File: src/rtl/muldiv_pkg.sv
// rtl/muldiv_pkg.sv - shared op encodings, FSM states and op predicates for the M-extension unit
package muldiv_pkg;

  localparam logic [2:0] OP_MUL    = 3'd0;
  localparam logic [2:0] OP_MULH   = 3'd1;
  localparam logic [2:0] OP_MULHSU = 3'd2;
  localparam logic [2:0] OP_MULHU  = 3'd3;
  localparam logic [2:0] OP_DIV    = 3'd4;
  localparam logic [2:0] OP_DIVU   = 3'd5;
  localparam logic [2:0] OP_REM    = 3'd6;
  localparam logic [2:0] OP_REMU   = 3'd7;

  typedef enum logic [1:0] {
    IDLE = 2'd0,
    BUSY = 2'd1,
    DONE = 2'd2
  } state_t;

  // Divide/remainder ops all have funct3[2] set.
  function automatic logic is_div(input logic [2:0] op);
    return op[2];
  endfunction

  // Remainder ops return the partial remainder rather than the quotient.
  function automatic logic is_rem(input logic [2:0] op);
    return op[2] & op[1];
  endfunction

  // rs1 is treated as two's complement for MULH, MULHSU, DIV and REM.
  function automatic logic is_signed_a(input logic [2:0] op);
    return (op == OP_MULH) || (op == OP_MULHSU) || (op == OP_DIV) || (op == OP_REM);
  endfunction

  // rs2 is treated as two's complement for MULH, DIV and REM.
  function automatic logic is_signed_b(input logic [2:0] op);
    return (op == OP_MULH) || (op == OP_DIV) || (op == OP_REM);
  endfunction

endpackage

File: src/rtl/ex_muldiv_seq_if.sv
// rtl/ex_muldiv_seq_if.sv - EX-stage request/result bundle between pipeline and mul/div sequencer
interface ex_muldiv_seq_if #(
  parameter int XLEN = 32
);

  logic            start_i;
  logic [2:0]      op_i;
  logic [XLEN-1:0] rs1_i;
  logic [XLEN-1:0] rs2_i;
  logic            flush_i;
  logic [XLEN-1:0] result_o;
  logic            valid_o;
  logic            busy_o;
  logic            stall_o;

  // Pipeline side: issues operations, consumes result and stall.
  modport master (
    output start_i, op_i, rs1_i, rs2_i, flush_i,
    input  result_o, valid_o, busy_o, stall_o
  );

  // Unit side.
  modport slave (
    input  start_i, op_i, rs1_i, rs2_i, flush_i,
    output result_o, valid_o, busy_o, stall_o
  );

endinterface

File: src/rtl/muldiv_core.sv
// rtl/muldiv_core.sv - radix-2 shift-add multiply / restoring divide datapath with sign fixup
module muldiv_core
  import muldiv_pkg::*;
#(
  parameter int XLEN = 32
) (
  input  logic            clk_i,
  input  logic            rst_i,
  input  logic            init_i,
  input  logic            step_i,
  input  logic            finish_i,
  input  logic [2:0]      op_i,
  input  logic [XLEN-1:0] rs1_i,
  input  logic [XLEN-1:0] rs2_i,
  input  logic            div_zero_i,
  input  logic            ovf_i,
  output logic [XLEN-1:0] result_o
);

  logic [2:0]      op_q;
  logic            a_neg_q;
  logic            b_neg_q;
  logic [XLEN-1:0] hi_q;   // product high half / partial remainder
  logic [XLEN-1:0] lo_q;   // multiplier then product low half / dividend then quotient
  logic [XLEN-1:0] b_q;    // |rs2|: multiplicand or divisor
  logic [XLEN-1:0] res_q;

  logic            a_neg;
  logic            b_neg;
  logic [XLEN-1:0] a_mag;
  logic [XLEN-1:0] b_mag;
  logic [XLEN:0]   add;
  logic [XLEN:0]   shifted;
  logic [XLEN:0]   diff;
  logic [XLEN-1:0] nxt_hi;
  logic [XLEN-1:0] nxt_lo;
  logic [2*XLEN-1:0] prod;
  logic [XLEN-1:0] quot;
  logic [XLEN-1:0] rem;
  logic [XLEN-1:0] fixed;

  assign a_neg = is_signed_a(op_i) & rs1_i[XLEN-1];
  assign b_neg = is_signed_b(op_i) & rs2_i[XLEN-1];
  assign a_mag = a_neg ? (~rs1_i + 1'b1) : rs1_i;
  assign b_mag = b_neg ? (~rs2_i + 1'b1) : rs2_i;

  // One iteration of the shared step: add-and-shift-right for multiply, trial subtract for divide.
  always_comb begin
    add     = {1'b0, hi_q} + (lo_q[0] ? {1'b0, b_q} : '0);
    shifted = {hi_q, lo_q[XLEN-1]};
    diff    = shifted - {1'b0, b_q};
    nxt_hi  = hi_q;
    nxt_lo  = lo_q;
    if (is_div(op_q)) begin
      // No borrow means the divisor fits: keep the difference and shift in a 1.
      nxt_hi = diff[XLEN] ? shifted[XLEN-1:0] : diff[XLEN-1:0];
      nxt_lo = {lo_q[XLEN-2:0], ~diff[XLEN]};
    end else begin
      nxt_hi = add[XLEN:1];
      nxt_lo = {add[0], lo_q[XLEN-1:1]};
    end
  end

  // Sign fixup on the values the final step produces, so the result is ready in DONE.
  always_comb begin
    prod  = {nxt_hi, nxt_lo};
    if (a_neg_q ^ b_neg_q) prod = ~prod + 1'b1;
    quot  = (a_neg_q ^ b_neg_q) ? (~nxt_lo + 1'b1) : nxt_lo;
    rem   = a_neg_q ? (~nxt_hi + 1'b1) : nxt_hi;
    fixed = '0;
    if (is_div(op_q))       fixed = op_q[1] ? rem : quot;
    else if (op_q == OP_MUL) fixed = prod[XLEN-1:0];
    else                    fixed = prod[2*XLEN-1:XLEN];
  end

  // Operand capture on init, iteration on step, result register on finish or special case.
  always_ff @(posedge clk_i) begin
    if (rst_i) begin
      op_q    <= '0;
      a_neg_q <= 1'b0;
      b_neg_q <= 1'b0;
      hi_q    <= '0;
      lo_q    <= '0;
      b_q     <= '0;
      res_q   <= '0;
    end else if (init_i) begin
      op_q    <= op_i;
      a_neg_q <= a_neg;
      b_neg_q <= b_neg;
      hi_q    <= '0;
      lo_q    <= a_mag;
      b_q     <= b_mag;
      if (div_zero_i)
        res_q <= is_rem(op_i) ? rs1_i : '1;
      else if (ovf_i)
        res_q <= is_rem(op_i) ? '0 : {1'b1, {(XLEN-1){1'b0}}};
    end else if (step_i) begin
      hi_q <= nxt_hi;
      lo_q <= nxt_lo;
      if (finish_i) res_q <= fixed;
    end
  end

  assign result_o = res_q;

endmodule

File: src/rtl/ex_muldiv_seq.sv
// rtl/ex_muldiv_seq.sv - EX-stage sequencer for iterative RV32M multiply/divide with stall and flush
module ex_muldiv_seq
  import muldiv_pkg::*;
#(
  parameter int XLEN  = 32,
  parameter int CNT_W = $clog2(XLEN) + 1
) (
  input  logic         clk_i,
  input  logic         rst_i,
  ex_muldiv_seq_if.slave bus
);

  state_t           state_q;
  logic [CNT_W-1:0] cnt_q;
  logic             valid_q;

  logic accept;
  logic div_zero;
  logic ovf;
  logic special;
  logic step;
  logic last;

  assign accept   = (state_q == IDLE) & bus.start_i & ~bus.flush_i;
  assign div_zero = is_div(bus.op_i) & (bus.rs2_i == '0);
  assign ovf      = ((bus.op_i == OP_DIV) || (bus.op_i == OP_REM)) &
                    (bus.rs1_i == {1'b1, {(XLEN-1){1'b0}}}) & (bus.rs2_i == '1);
  assign special  = div_zero | ovf;
  assign step     = (state_q == BUSY) & ~bus.flush_i;
  assign last     = step & (cnt_q == CNT_W'(XLEN-1));

  // Sequencer FSM: accept in IDLE, iterate XLEN steps in BUSY, present result for one cycle in DONE.
  always_ff @(posedge clk_i) begin
    if (rst_i) begin
      state_q <= IDLE;
      cnt_q   <= '0;
      valid_q <= 1'b0;
    end else begin
      case (state_q)
        IDLE: begin
          valid_q <= 1'b0;
          if (accept) begin
            cnt_q <= '0;
            if (special) begin
              state_q <= DONE;
              valid_q <= 1'b1;
            end else begin
              state_q <= BUSY;
            end
          end
        end
        BUSY: begin
          cnt_q <= cnt_q + 1'b1;
          if (bus.flush_i) begin
            state_q <= IDLE;
            valid_q <= 1'b0;
          end else if (last) begin
            state_q <= DONE;
            valid_q <= 1'b1;
          end
        end
        DONE: begin
          state_q <= IDLE;
          valid_q <= 1'b0;
        end
        default: begin
          state_q <= IDLE;
          valid_q <= 1'b0;
        end
      endcase
    end
  end

  muldiv_core #(
    .XLEN (XLEN)
  ) u_core (
    .clk_i      (clk_i),
    .rst_i      (rst_i),
    .init_i     (accept),
    .step_i     (step),
    .finish_i   (last),
    .op_i       (bus.op_i),
    .rs1_i      (bus.rs1_i),
    .rs2_i      (bus.rs2_i),
    .div_zero_i (div_zero),
    .ovf_i      (ovf),
    .result_o   (bus.result_o)
  );

  assign bus.valid_o = valid_q;
  assign bus.busy_o  = (state_q != IDLE);
  assign bus.stall_o = accept | (state_q == BUSY);

endmodule
File: src/flat_wrapper.sv
// flat-port wrapper written by rule: the top's interface ports become plain ports
module ex_muldiv_seq_flat import muldiv_pkg::*;
#(
  parameter int XLEN  = 32,
  parameter int CNT_W = $clog2(XLEN) + 1
)
  (clk_i, rst_i, bus_start_i, bus_op_i, bus_rs1_i, bus_rs2_i, bus_flush_i, bus_result_o, bus_valid_o, bus_busy_o, bus_stall_o);
  ex_muldiv_seq_if #(.XLEN(XLEN)) bus_i ();
  input  logic clk_i;
  input  logic rst_i;
  input wire logic [$bits(bus_i.start_i)-1:0] bus_start_i;
  input wire logic [$bits(bus_i.op_i)-1:0] bus_op_i;
  input wire logic [$bits(bus_i.rs1_i)-1:0] bus_rs1_i;
  input wire logic [$bits(bus_i.rs2_i)-1:0] bus_rs2_i;
  input wire logic [$bits(bus_i.flush_i)-1:0] bus_flush_i;
  output wire logic [$bits(bus_i.result_o)-1:0] bus_result_o;
  output wire logic [$bits(bus_i.valid_o)-1:0] bus_valid_o;
  output wire logic [$bits(bus_i.busy_o)-1:0] bus_busy_o;
  output wire logic [$bits(bus_i.stall_o)-1:0] bus_stall_o;
  assign bus_i.start_i = bus_start_i;
  assign bus_i.op_i = bus_op_i;
  assign bus_i.rs1_i = bus_rs1_i;
  assign bus_i.rs2_i = bus_rs2_i;
  assign bus_i.flush_i = bus_flush_i;
  assign bus_result_o = bus_i.result_o;
  assign bus_valid_o = bus_i.valid_o;
  assign bus_busy_o = bus_i.busy_o;
  assign bus_stall_o = bus_i.stall_o;
  ex_muldiv_seq #(.XLEN(XLEN), .CNT_W(CNT_W)) u_core (.clk_i(clk_i), .rst_i(rst_i), .bus(bus_i));
endmodule
File: config.mk
export PLATFORM = sky130hd
export DESIGN_NAME = ex_muldiv_seq_flat
export DESIGN_NICKNAME = d
export VERILOG_FILES = /design/src/rtl/muldiv_pkg.sv /design/src/rtl/ex_muldiv_seq_if.sv /design/src/rtl/muldiv_core.sv /design/src/rtl/ex_muldiv_seq.sv /design/src/flat_wrapper.sv
export SDC_FILE = /design/constraint.sdc
export NUM_CORES = 1
export LEC_CHECK = 0
export BUFFER_PORTS_ARGS = -buffer_cell sky130_fd_sc_hd__buf_2
export CAP_MARGIN = 25
export CORE_UTILIZATION = 55
export CTS_BUF_LIST = sky130_fd_sc_hd__clkbuf_4 sky130_fd_sc_hd__clkbuf_8
export DETAILED_ROUTE_END_ITERATION = 10
export MAX_ROUTING_LAYER = met4
export PLACE_DENSITY = 0.71
export SETUP_SLACK_MARGIN = 0.4
export SYNTH_ARGS = -nofsm -noshare
export SYNTH_HDL_FRONTEND = slang
export SYNTH_SLANG_ARGS = --single-unit
File: constraint.sdc
create_clock -name clk_i -period 13.1 [get_ports clk_i]
set_input_delay 0.655 -clock clk_i [delete_from_list [all_inputs] [get_ports clk_i]]
set_output_delay 0.655 -clock clk_i [all_outputs]
set_load 0.05 [all_outputs]
==> impl_metrics.py <==
metrics = {
    "floorplanning": {
        "num_io_pins": 106,
        "die_w_um": 169,
        "die_y_um": 169,
        "start_util": 0.565,
        "core-area_mm2": 0.0271,
        "dieArea_mm2": 0.0285,
        "row_count": 60,
    },
    "sta": {
        "rsz0062_at_grt": "false",
        "slew_headroom": 0.227,
        "fin_crit_ns": 6.51,
        "fmax_mhz": 154,
        "fin_crit_sh": 0.497,
        "slew_viol_final": 0,
        "skew_ns": 0.0182,
        "setup_viol": 0,
        "setup_tns_ns": 0,
        "hold_violations": 0,
        "tightest_slew_ns": 1.13,
    },
    "placed_design": {
        "hpwl_um": 46800,
        "place.port_buffers": 105,
        "place_congestion": 1.05,
    },
    "synth": {
        "synth_cells": 2189,
        "netlist_area_mm2": 0.0153,
        "ys_ff_latch": 142,
        "async_flop_share": 0,
        "synth_ff_type": "dfxtp_1",
        "yosysTopAreaCellShare": 0.186,
        "yosysMostFrequentCell": "nor2_1",
        "synth_fp_nets": 2332,
        "synth_warnings": 0,
        "synthTopCellsByCount": "nor2_1 (291), nand2_1 (201), a21oi_1 (172), dfxtp_1 (142), o21ai_0 (136)",
        "ys_top_cells_by_area": "dfxtp_1 (19%), nor2_1 (7.1%), ha_1 (5.7%)",
        "ys_seq_area_frac": 0.186,
        "syn_avg_cell_area_um2": 6.99,
        "synth_cell_types": 95,
        "synth_top_area_cell": "dfxtp_1",
        "synth-edff-count": 0,
    },
    "cts": {
        "clockBufferDepth": 2,
        "clkSinkCount": 142,
        "cts_max_level": 4,
        "ctsResizeCount": 0,
        "cts_tree": "yes",
        "post_cts_buffers": 0,
        "cts_buffers": 17,
        "path_clk_slew_ns": 0.09,
        "clk_latency_ns": 0.50,
        "cts_hold_buf": 0,
        "root_buffer": "clkbuf_8",
    },
    "drt": {
        "first_iter_violations": 2411,
        "drc": 0,
        "wl_um": 61200,
        "wl_per_cell_um": 23.7,
        "detail-route-antenna-nets": 0,
        "vias": 17600,
        "viasPerCell": 6.83,
        "first_pass_iters": 9,
    },
    "worst_setup_path": {
        "max_stage_delay_ns": 0.59,
        "required_ns": 13.51,
        "crit_type": "register to register",
        "worst-path-buf-inv": 3,
        "start_kind": "register",
        "path_cells": "inv_1, ha_1, inv_1, fa_1, a211oi_1, o21ai_2, o221ai_2, a21o_1, a211o_1, buf_4, nor2_1, a21oi_1, ha_1, o21ai_0, nand2b_1, nand2b_1, nor3_1, nand2_1, or2_1, o21ai_0, xor2_1, a221oi_1, o211ai_1, a311oi_1",
        "cp_top_family": "compound AO/OA/AOI/OAI gates",
        "end_kind": "register",
        "cp_slowest_cell": "nor3_1",
        "crit_fanout": 30,
        "cp.arrival_ns": 6.92,
    },
    "grt": {
        "overflow": 0,
        "grt_pass1_vias": 15700,
        "grt_max_degree": 84,
        "antenna_found_initial": 2,
        "grt_usage": 0.437,
        "grt_first_pass_wirelength_um": 92500,
    },
    "cells_and_area": {
        "drive_gt1_frac": 0.0988,
        "fillCellCount": 2610,
        "utilization": 0.602,
        "syn2layout_area_growth_pct": 6.65,
        "fin_nets": 2337,
    },
    "power": {
        "power_w": 0.00139,
        "p_leak_nw": 6.26,
        "power_density_mw_per_mm2": 85.3,
        "vdd_drop_max_mv": 0.0763,
    },
    "run_status": {
        "status": "completed",
    },
    "hold_path": {
        "worst_hold_path_type": "input port to register",
    },
    "job": {
        "cap_violations": 0,
    },
}
## where the power goes
group          switching, W  internal [W]
clock              0.000208      0.000133
sequential        0.0000260      0.000448
combinational      0.000389      0.000188
## through the flow
stage	std cells	hold WS [ns]	setup WS, ns	cell area, um^2
after floorplan	2189	0.440	7.92	15300
after global placement	2546	0.461	7.03	16000
after detailed placement	2546	0.470	6.84	16000
after CTS	2578	0.444	6.83	16300
after global routing	2581	0.465	6.17	16300
final	2581	0.445	6.59	16300
## registers in the layout, indices dropped and copies added (netlist names)
signal / count
u_core.state_q: 2
u_core.bus.valid_o: 1
u_core.u_core.b_neg_q: 1
u_core.u_core.hi_q: 32
u_core.u_core.op_q: 3
u_core.u_core.lo_q: 32
u_core.u_core.result_o: 32
u_core.u_core.a_neg_q: 1
u_core.cnt_q: 6
u_core.u_core.b_q: 32
## worst reg2reg max path, delay by kind of cell, from the launching register on
kind                       cells  cell delay, ns
AOI/OAI and AO/OA             11            2.65
xor gates and xnor gates       1            0.09
adders and majority gates      3            0.79
buffers and inverters          3            0.46
DFF                            1            0.36
and+or+nand+nor                6            2.10
## worst paths after layout
kind,from,endpoint,slack (ns),cells past startpoint
min,bus_rs2_i[0],u_core.u_core.b_q[0],0.44,3
min reg2reg,u_core.u_core.b_q[0],u_core.u_core.b_q[0],0.48,2
max,u_core.u_core.lo_q[31],u_core.u_core.result_o[6],6.59,24
max reg2reg,u_core.u_core.lo_q[31],u_core.u_core.result_o[6],6.59,24
## final cells by class
cell class	instances	area (um^2)	share of cell area
sequential	142	2850	0.174
timing repair buffer	132	736	0.0451
clock inverter	15	114	0.00698
inverter	61	229	0.0140
antenna	2	5.00	0.000307
tap	372	465	0.0285
multi-input combinational	1840	11700	0.716
clock buffer	17	234	0.0143
## layout by cell type, fill, tap and decap left out, types with 9 or more instances in the layout
master,instances
a211oi_1,63
a21o_1,30
a21oi_1,172
a221oi_1,40
a311oi_1,16
a31oi_1,31
a41oi_1,9
and2_1,43
and3_1,22
buf_2,104
buf_4,27
clkbuf_8,17
dfxtp_1,141
ha_1,70
inv_1,60
mux2_2,11
mux2i_1,46
nand2_1,201
nand2b_1,34
nand3_1,54
nand4_1,38
nor2_1,288
nor2b_1,13
nor3_1,65
nor4_1,15
o211ai_1,23
o21a_1,15
o21ai_0,136
o21bai_1,9
o221ai_1,9
o22ai_1,10
o31ai_1,22
or2_2,10
or3_1,31
xnor2_1,85
xor2_1,84
## layer usage
metal | part of all wire | GRT usage | vias up
met5 | 0 | - | -
met1 | 0.42 | 0.589 | 8271
met2 | 0.41 | 0.622 | 1133
met3 | 0.12 | 0.107 | 182
li1 | - | - | 8050
met4 | 0.042 | 0.172 | 0
## kinds of logic (layout without fill, tap and decap cells)
| group | after synthesis | after routing | share of synthesized area |
|---|---|---|---|
| other | 0 | 2 | 0 |
| xor gates and xnor gates | 171 | 171 | 0.0979 |
| adders and majority gates | 72 | 72 | 0.0599 |
| AOI/OAI and AO/OA | 686 | 686 | 0.301 |
| and+or+nand+nor | 854 | 854 | 0.264 |
| buffers and inverters | 207 | 225 | 0.0529 |
| DFF | 142 | 142 | 0.186 |
| muxes | 57 | 57 | 0.0382 |
Power figures use the tool's default switching activity.
